## config.mk

```make
export PLATFORM = sky130hd
export DESIGN_NAME = cameralink_pattern_send
export DESIGN_NICKNAME = d
export VERILOG_FILES = /design/src/rtl/cameralink_pattern_send.sv
export SDC_FILE = /design/constraint.sdc
export NUM_CORES = 1
export LEC_CHECK = 0
export ABC_AREA = 1
export ABC_CLOCK_PERIOD_IN_PS = 2200
export BUFFER_PORTS_ARGS = -buffer_cell sky130_fd_sc_hd__clkbuf_2
export CORE_MARGIN = 2
export CORE_UTILIZATION = 59
export DETAILED_ROUTE_END_ITERATION = 8
export PLACE_DENSITY = 0.8
export SYNTH_ARGS = -nofsm -noshare
export SYNTH_HDL_FRONTEND = slang
export SYNTH_SLANG_ARGS = --single-unit
```

## constraint.sdc

```tcl
create_clock -name CLOCK -period 2.2 [get_ports CLOCK]
set_clock_uncertainty 0.15 [all_clocks]
set_input_delay 0.33 -clock CLOCK [delete_from_list [all_inputs] [get_ports CLOCK]]
set_output_delay 0.33 -clock CLOCK [all_outputs]
set_load 0.01 [all_outputs]
```

## src/rtl/cameralink_pattern_send.sv

```systemverilog
// Camera-side CameraLink test-pattern source: framed FVV/LVV/VCE video with
// x/y/frame-count RGB, paced by the grabber's cam_enable / cam_request.
module cameralink_pattern_send #(
    parameter int WIDTH    = 8,
    parameter int HEIGHT   = 4,
    parameter int FV_SETUP = 2,
    parameter int HBLANK   = 4,
    parameter int FV_HOLD  = 2,
    parameter int VBLANK   = 8,
    parameter int FREE_RUN = 1
) (
    input  logic        CLOCK,
    input  logic        RESET,
    input  logic        cam_enable,
    input  logic        cam_request,
    input  logic [5:0]  sideband_to_camera,
    output logic        FVV,
    output logic        LVV,
    output logic        VCE,
    output logic [7:0]  red,
    output logic [7:0]  green,
    output logic [7:0]  blue,
    output logic [15:0] frame_count,
    output logic        busy
);

    generate
        if (WIDTH < 1 || WIDTH > 65535 || HEIGHT < 1 || HEIGHT > 65535 ||
            FV_SETUP < 1 || HBLANK < 1 || FV_HOLD < 1 || VBLANK < 1) begin : g_bad_param
            $error("cameralink_pattern_send: parameter below its minimum or out of range");
        end
    endgenerate

    localparam logic [15:0] W_END      = 16'(WIDTH);
    localparam logic [15:0] H_LAST     = 16'(HEIGHT - 1);
    localparam logic [15:0] SETUP_LAST = 16'(FV_SETUP - 1);
    localparam logic [15:0] HBL_LAST   = 16'(HBLANK - 1);
    localparam logic [15:0] HOLD_LAST  = 16'(FV_HOLD - 1);
    localparam logic [15:0] VBL_LAST   = 16'(VBLANK - 1);

    typedef enum logic [2:0] {
        S_IDLE,
        S_SETUP,
        S_LINE,
        S_HBL,
        S_HOLD,
        S_VBL
    } state_t;

    state_t      state, state_n;
    logic [15:0] cnt, cnt_n;
    logic [15:0] x, x_n;
    logic [15:0] y, y_n;
    logic [15:0] fc_n;
    logic        req_pend, req_pend_n;
    logic        req_prev;
    logic        fvv_n, lvv_n, vce_n, busy_n;
    logic [7:0]  red_n, green_n, blue_n;
    logic        start, stall, emit, enter_setup;

    logic unused_sideband;
    assign unused_sideband = ^sideband_to_camera[5:1];

    assign stall = sideband_to_camera[0];
    assign start = cam_enable && ((FREE_RUN != 0) || req_pend);

    always_comb begin
        state_n     = state;
        cnt_n       = cnt;
        x_n         = x;
        y_n         = y;
        fc_n        = frame_count;
        fvv_n       = 1'b0;
        lvv_n       = 1'b0;
        vce_n       = 1'b0;
        red_n       = '0;
        green_n     = '0;
        blue_n      = '0;
        emit        = 1'b0;
        enter_setup = 1'b0;

        case (state)
            S_IDLE: begin
                if (start) begin
                    state_n     = S_SETUP;
                    enter_setup = 1'b1;
                end
            end
            S_SETUP: begin
                fvv_n = 1'b1;
                if (cnt == SETUP_LAST) begin
                    state_n = S_LINE;
                    emit    = 1'b1;
                end else begin
                    cnt_n = cnt + 16'd1;
                end
            end
            S_LINE: begin
                // x counts beats already emitted; the line ends the edge after the last beat
                fvv_n = 1'b1;
                if (x == W_END) begin
                    x_n     = '0;
                    y_n     = y + 16'd1;
                    cnt_n   = '0;
                    state_n = (y == H_LAST) ? S_HOLD : S_HBL;
                end else if (stall) begin
                    lvv_n = 1'b1;
                end else begin
                    emit = 1'b1;
                end
            end
            S_HBL: begin
                fvv_n = 1'b1;
                if (cnt == HBL_LAST) begin
                    state_n = S_LINE;
                    emit    = 1'b1;
                end else begin
                    cnt_n = cnt + 16'd1;
                end
            end
            S_HOLD: begin
                if (cnt == HOLD_LAST) begin
                    state_n = S_VBL;
                    cnt_n   = '0;
                    fc_n    = frame_count + 16'd1;
                end else begin
                    fvv_n = 1'b1;
                    cnt_n = cnt + 16'd1;
                end
            end
            S_VBL: begin
                if (cnt == VBL_LAST) begin
                    if (start) begin
                        state_n     = S_SETUP;
                        enter_setup = 1'b1;
                    end else begin
                        state_n = S_IDLE;
                    end
                end else begin
                    cnt_n = cnt + 16'd1;
                end
            end
            default: begin
                state_n = S_IDLE;
            end
        endcase

        if (enter_setup) begin
            fvv_n = 1'b1;
            cnt_n = '0;
            x_n   = '0;
            y_n   = '0;
        end

        if (emit) begin
            lvv_n   = 1'b1;
            vce_n   = 1'b1;
            red_n   = x[7:0];
            green_n = y[7:0];
            blue_n  = frame_count[7:0];
            x_n     = x + 16'd1;
            cnt_n   = '0;
        end

        busy_n = (state_n != S_IDLE);
    end

    // A new rising edge wins over the clear on SETUP entry
    assign req_pend_n = (cam_request && !req_prev && cam_enable) || (req_pend && !enter_setup);

    always_ff @(posedge CLOCK) begin
        if (RESET) begin
            state       <= S_IDLE;
            cnt         <= '0;
            x           <= '0;
            y           <= '0;
            req_pend    <= 1'b0;
            req_prev    <= 1'b0;
            frame_count <= '0;
            FVV         <= 1'b0;
            LVV         <= 1'b0;
            VCE         <= 1'b0;
            red         <= '0;
            green       <= '0;
            blue        <= '0;
            busy        <= 1'b0;
        end else begin
            state       <= state_n;
            cnt         <= cnt_n;
            x           <= x_n;
            y           <= y_n;
            req_pend    <= req_pend_n;
            req_prev    <= cam_request;
            frame_count <= fc_n;
            FVV         <= fvv_n;
            LVV         <= lvv_n;
            VCE         <= vce_n;
            red         <= red_n;
            green       <= green_n;
            blue        <= blue_n;
            busy        <= busy_n;
        end
    end

endmodule

```

Word level (Yosys, flattened, before mapping)
Cells that the tools add are included.
Widths: inputs -> output; s select.
{"block": "totals", "register_bits": 95, "latch_bits": 0, "ram_bits": 0, "mem_bits_ro": 0, "memories": 0}
{"block": "op_classes", "add_sub_neg": 4, "n_mul": 0, "div_mod_pow": 0, "magnitude_cmp": 0, "eq_ne": 14, "shift": 0, "mux": 34, "bitwise": 1, "reduce_logical": 13}
{"op": "$mux 16", "n": 8}
{"op": "$pmux 16 s5", "n": 1}
{"op": "$add 16x1->16 const B", "n": 4}
{"op": "$eq 16x2->1 const B", "n": 2}
{"op": "$mux 3", "n": 7}
{"op": "$pmux 3 s6", "n": 1}
{"op": "$eq 16x1->1 const B", "n": 1}
{"op": "$eq 16x3->1 const B", "n": 1}
{"op": "$eq 16x4->1 const B", "n": 1}
{"op": "$mux 1", "n": 14}
{"op": "$reduce_bool 3->1", "n": 3}
{"op": "$ne 2x2->1 const B", "n": 4}
{"op": "$eq 3x2->1 const B", "n": 2}
{"op": "$eq 3x3->1 const B", "n": 2}
{"op": "$reduce_and 2->1", "n": 3}
{"op": "$reduce_or 3->1", "n": 2}
{"op": "$reduce_and 5->1", "n": 1}
{"op": "$reduce_bool 5->1", "n": 1}
{"op": "$pmux 1 s2", "n": 2}
{"op": "$reduce_or 2->1", "n": 2}
{"op": "$eq 3x1->1 const B", "n": 1}
{"op": "$logic_not 3->1", "n": 1}
{"op": "$pmux 1 s3", "n": 1}
{"op": "$not 1->1", "n": 1}

Logic depth before layout (Yosys ltp)
{"block": "logic_depth", "depth_word": 5, "depth_mapped": 12, "ltp_nobuf": 12}

Worst setup path before layout
No wires, ideal clock.
{"block": "synth_timing", "path_type": "reg2reg", "from": "register x[0]", "to": "register LVV", "setup_time_ns": 0.128, "arrival_ns": 1.521, "t_required_ns": 1.922, "setup_slack_ns": 0.401, "path_stages_with_launch": 13, "path_buffers": 1, "synth_period_minus_slack_ns": 1.799, "path_cell_list": "dfxtp_1 > inv_1 > ha_1 > nand3_1 > nor2_1 > nand2_1 > nand3_1 > inv_2 > nor2_8 > nor2_8 > inv_4 > buf_6 > o31ai_1"}
{"block": "synth_between", "elab_chain_len": 4, "word_cells_on_any_way": 6, "cone_classes": "eq/ne (1); mux (5)"}
{"element": "start: declaration", "line": "52", "text": "logic [15:0] x, x_n;"}
{"element": "start signal: assignment", "line": "190", "text": "x <= x_n;"}
{"element": "$eq 16x4->1 *", "line": "101", "text": "if (x == W_END) begin"}
{"element": "$mux 1", "line": "101"}
{"element": "$pmux 1 s3 / $mux 1 (equally long branches)", "line": "82", "text": "case (state)"}
{"element": "$mux 1 *", "line": "155", "text": "if (emit) begin"}
{"element": "end signal: assignment", "line": "196", "text": "LVV <= lvv_n;"}
{"element": "end: declaration", "line": "18", "text": "output logic LVV,"}
Every way passes the cells marked *; elsewhere a longest branch is shown, timed or not.
A chain may end at the register's enable or synchronous reset.

Final worst setup path
{"block": "layout_timing", "from": "register x[0]", "to": "register green[7]"}
{"block": "layout_between", "elab_chain_len": 5}
{"element": "$eq 16x4->1", "line": "101"}
{"element": "$mux 1", "line": "101"}
{"element": "$pmux 1 s3", "line": "82"}
{"element": "$not 1->1 (no line)"}
{"element": "$reduce_or 2->1 (no line)"}
{"element": "end signal: assignment", "line": "199", "text": "green <= green_n;"}
{"element": "end: declaration", "line": "21", "text": "output logic [7:0] green,"}
Every way passes these cells.

==> results.txt <==
The worst slack on hold paths came out at roughly 0.13 ns. The via count of the first global-routing pass came to 4553. The library cell used most frequently in the layout, excluding fill and tap cells, is nand2_1.

Clock-pin slew was measured on the worst setup and hold paths at 0.10 ns. The number of antenna violations at the first check in global routing is 0. The pin count of the biggest net entering global routing is 23.

At the pin with the least slew margin, the transition time is 0.6798 ns. The number of clock sinks seen by CTS is 95. The worst supply voltage drop on vdd is between 300 and 400 uV. The final count of pins violating max slew is 0. Hold repair after CTS inserted 0 buffers. The number of levels the H-tree was split into is 3. The number of instances in the synthesized netlist came out at 734. The later-pin clock latency in the skew report came out at 0.37 ns. The layout overhead on the synthesized area came out at 12.17%. The count of different cell masters after synthesis came out at 35.

The total grt overflow is 0. The count of yosys warnings during synthesis is 0. The nature of the critical path endpoint is a flop. The library cell used as clock root buffer is clkbuf_8. The clock period minus final worst setup slack is 2.044 ns. In this run the critical register-to-register path is captured at green[7]$_SDFF_PP0_. The number of diodes came out at 0. The relative max-transition margin came out at 0.5468. STA classifies the critical path startpoint as a flop. The number of nets with antenna violations after routing came out at 0. The detailed-route via count came out at approximately 4900. The number of storage elements in the synthesis netlist is 95. The routed via count divided by cell count is about 5.4. The first-pass iteration count of the detailed router came out at 5.

The origin of the critical flop-to-flop path is x[0]$_SDFFE_PP0P_. The number of placement rows came out at 34. TritonCTS built the clock tree. The number of cells on the worst reg-to-reg path is 12. The global-route usage over all layers is 0.2447. The top cell types in the final layout, fill and taps aside, are nand2_1 (173), dfxtp_1 (95), nor2_1 (76), a21oi_1 (68), inv_1 (65). The first-pass GRT wire length is 19840 um.

Buffers inserted during clock tree synthesis total 9. The final layout contains routed wiring with a total length of 11490 um. The number of nets in the synthesized netlist is 750.

The boundary pin count came out at 54. The count of nets after finishing came out at roughly 810. The ratio of final minimum period to clock period came out at 0.9289. The leakage power came out at 2.179 nW. The sequential element share of the synthesized area is 0.3700. The total area inside the core boundary comes to 8593 um2. Of all nets on the critical path, the largest fanout is 11. The number of instances on the worst hold path came out at 3.

The width of the die came out at 97.34 um. Power spread over the standard cell area amounts to 555.4 nW/um2. The run finished with clean final reports. The detailed-route wire length per cell came out at between 10 and 15 um. The cell area after technology mapping came out at 5140 um2. The die footprint came out at 9474 um2. After synthesis, the cell types taking the most area are dfxtp_1 (37%), nand2_1 (13%), a21oi_1 (6.7%). Summed over all instances, the cell type with the most area after synthesis is dfxtp_1.

The worst hold-check path type is input port to flop. The number of buffers on the longest clock path is 2. Setup violations remaining at the end of the flow were counted as 0.

The number of design-rule violations left by the first detailed-router iteration is 186. The setup TNS is 0 ns. The maximum achievable frequency is 489.3 MHz.

The max-capacitance violation count is 0. After synthesis, the mean cell area works out to 7.003 um2. The routability congestion estimate from global placement is 1.002. The die height is 97.34 um. The initial standard-cell utilization of the core came out at 0.5981.

The worst hold path terminates at LVV$_SDFF_PP0_. The portion of synthesized cell area occupied by the leading cell type came out at 0.3700. The signal arrival time at the worst endpoint is 2.16 ns.

STA puts the critical path data required time at 2.31 ns. Buffers placed on the I/O ports in this run total 47. In the routed design, unresolved DRC markers number 0. The worst setup path category is flop to flop. For flop-to-flop paths, the worst setup slack is roughly 0.16 ns. The hold path startpoint is sideband_to_camera[0]. The HPWL after detailed placement is 8333 um. Setup repair after global routing left no endpoint under its margin. The fraction of layout cells with a size suffix above 1 came out at 0.1912. The count of endpoints failing hold in the final timing report was 0.
[report_power, final]
part           leakage (nW)  total [mW]  internal [mW]  switching, mW
combinational          1.31       0.262         0.0830          0.179
clock                 0.107        1.20          0.563          0.634
sequential            0.766        1.74           1.73         0.0122
total                  2.18        3.20           2.38          0.825
[cell families (layout without fill, tap and decap cells)]
group / Yosys count / in the layout / share of synthesized area
compound gates: 98 / 98 / 0.1032
xor+xnor: 22 / 22 / 0.03749
fa+ha+maj: 6 / 6 / 0.01461
buf+inv: 94 / 155 / 0.08082
flops: 95 / 95 / 0.3700
simple gates: 419 / 419 / 0.3939
[critical path, cell delays in order, from the launching register on]
cell and delay [ns]:
dfxtp_1 0.35, inv_1 0.12, ha_1 0.19, nand3_1 0.08, nor2_1 0.15, nand2_1 0.10
nand3_1 0.13, inv_2 0.08, nor2_8 0.22, nor2_8 0.05, inv_4 0.11, clkbuf_16 0.18
nor2_2 0.03
[cell type report]
| cell class | instances | area, um2 |
|---|---|---|
| multi-input combinational | 545 | 2836 |
| clock inverter | 6 | 66.31 |
| sequential | 95 | 1902 |
| inverter | 76 | 290.3 |
| clock buffer | 10 | 137.6 |
| tap | 108 | 135.1 |
| fill | 747 | 2828 |
| timing repair buffer | 63 | 397.9 |
[routing by layer]
layer	vias to the layer above	share of wire	GRT usage
li1	2493	-	-
met1	2207	0.45	0.3157
met2	159	0.48	0.4231
met3	14	0.054	0.03957
met4	0	0.013	0.07265
met5	-	0	0
[timing repair]
| action | CTS | global route |
|---|---|---|
| setup buffers | 0 | 4 |
| gates resized for setup | 0 | 4 |
| hold endpoints to repair | 0 | 0 |
| endpoints found under the setup margin | 0 | 47 |
[flip-flops by register name (all words and copies together), names as in the netlist]
name         count
VCE              1
x               16
state            3
blue             8
LVV              1
frame_count     16
FVV              1
green            8
busy             1
red              8
cnt             16
y               16
[Yosys cell counts]
library cell and number:
nand2_4 5, clkbuf_1 6, buf_4 2, a21oi_1 69
inv_1 65, nor2_4 5, and2_1 1, nand3_2 3
inv_4 2, inv_2 7, o21bai_1 4, clkinv_1 2
o31ai_1 1, dfxtp_1 95, o21ai_0 17, nand3_1 65
nor2_1 77, buf_6 6, nor2_8 4, nand3_4 2
xor2_1 17, nand4_1 17, nor3_1 27, a21oi_2 5
ha_1 6, nand3b_1 4, or2_2 1, nand2_1 173
nor4_1 1, nand2_2 4, xnor2_1 5, buf_2 4
nor2_2 30, o211a_1 1, a31o_2 1
[how the worst max path moves through the flow]
stage,from,to,slack (ns),depth (start not counted)
3_3_place_gp,state[0]$_SDFF_PP0_,cnt[10]$_SDFFE_PP0P_,0.07,8
5_1_grt,x[0]$_SDFFE_PP0P_,blue[6]$_SDFF_PP0_,0.02,12
2_1_floorplan,x[0]$_SDFFE_PP0P_,LVV$_SDFF_PP0_,0.40,12
4_1_cts,state[0]$_SDFF_PP0_,cnt[10]$_SDFFE_PP0P_,0.003,8
6_report,x[0]$_SDFFE_PP0P_,green[7]$_SDFF_PP0_,0.16,12
3_5_place_dp,state[0]$_SDFF_PP0_,cnt[10]$_SDFFE_PP0P_,0.02,8
[metrics by stage]
step                      power (mW)  setup WS (ns)    util  std cells  instance area, um2
final                          3.202         0.1564  0.6709        903                5766
after global routing           3.316        0.02174  0.6709        903                5766
after CTS                      3.199       0.002898  0.6615        898                5684
after detailed placement       2.016        0.01810  0.6377        882                5480
after global placement         2.013        0.07056  0.6377        882                5480
after floorplan                1.971         0.4012       -        734                5140
(Power assumes the default switching activity.)
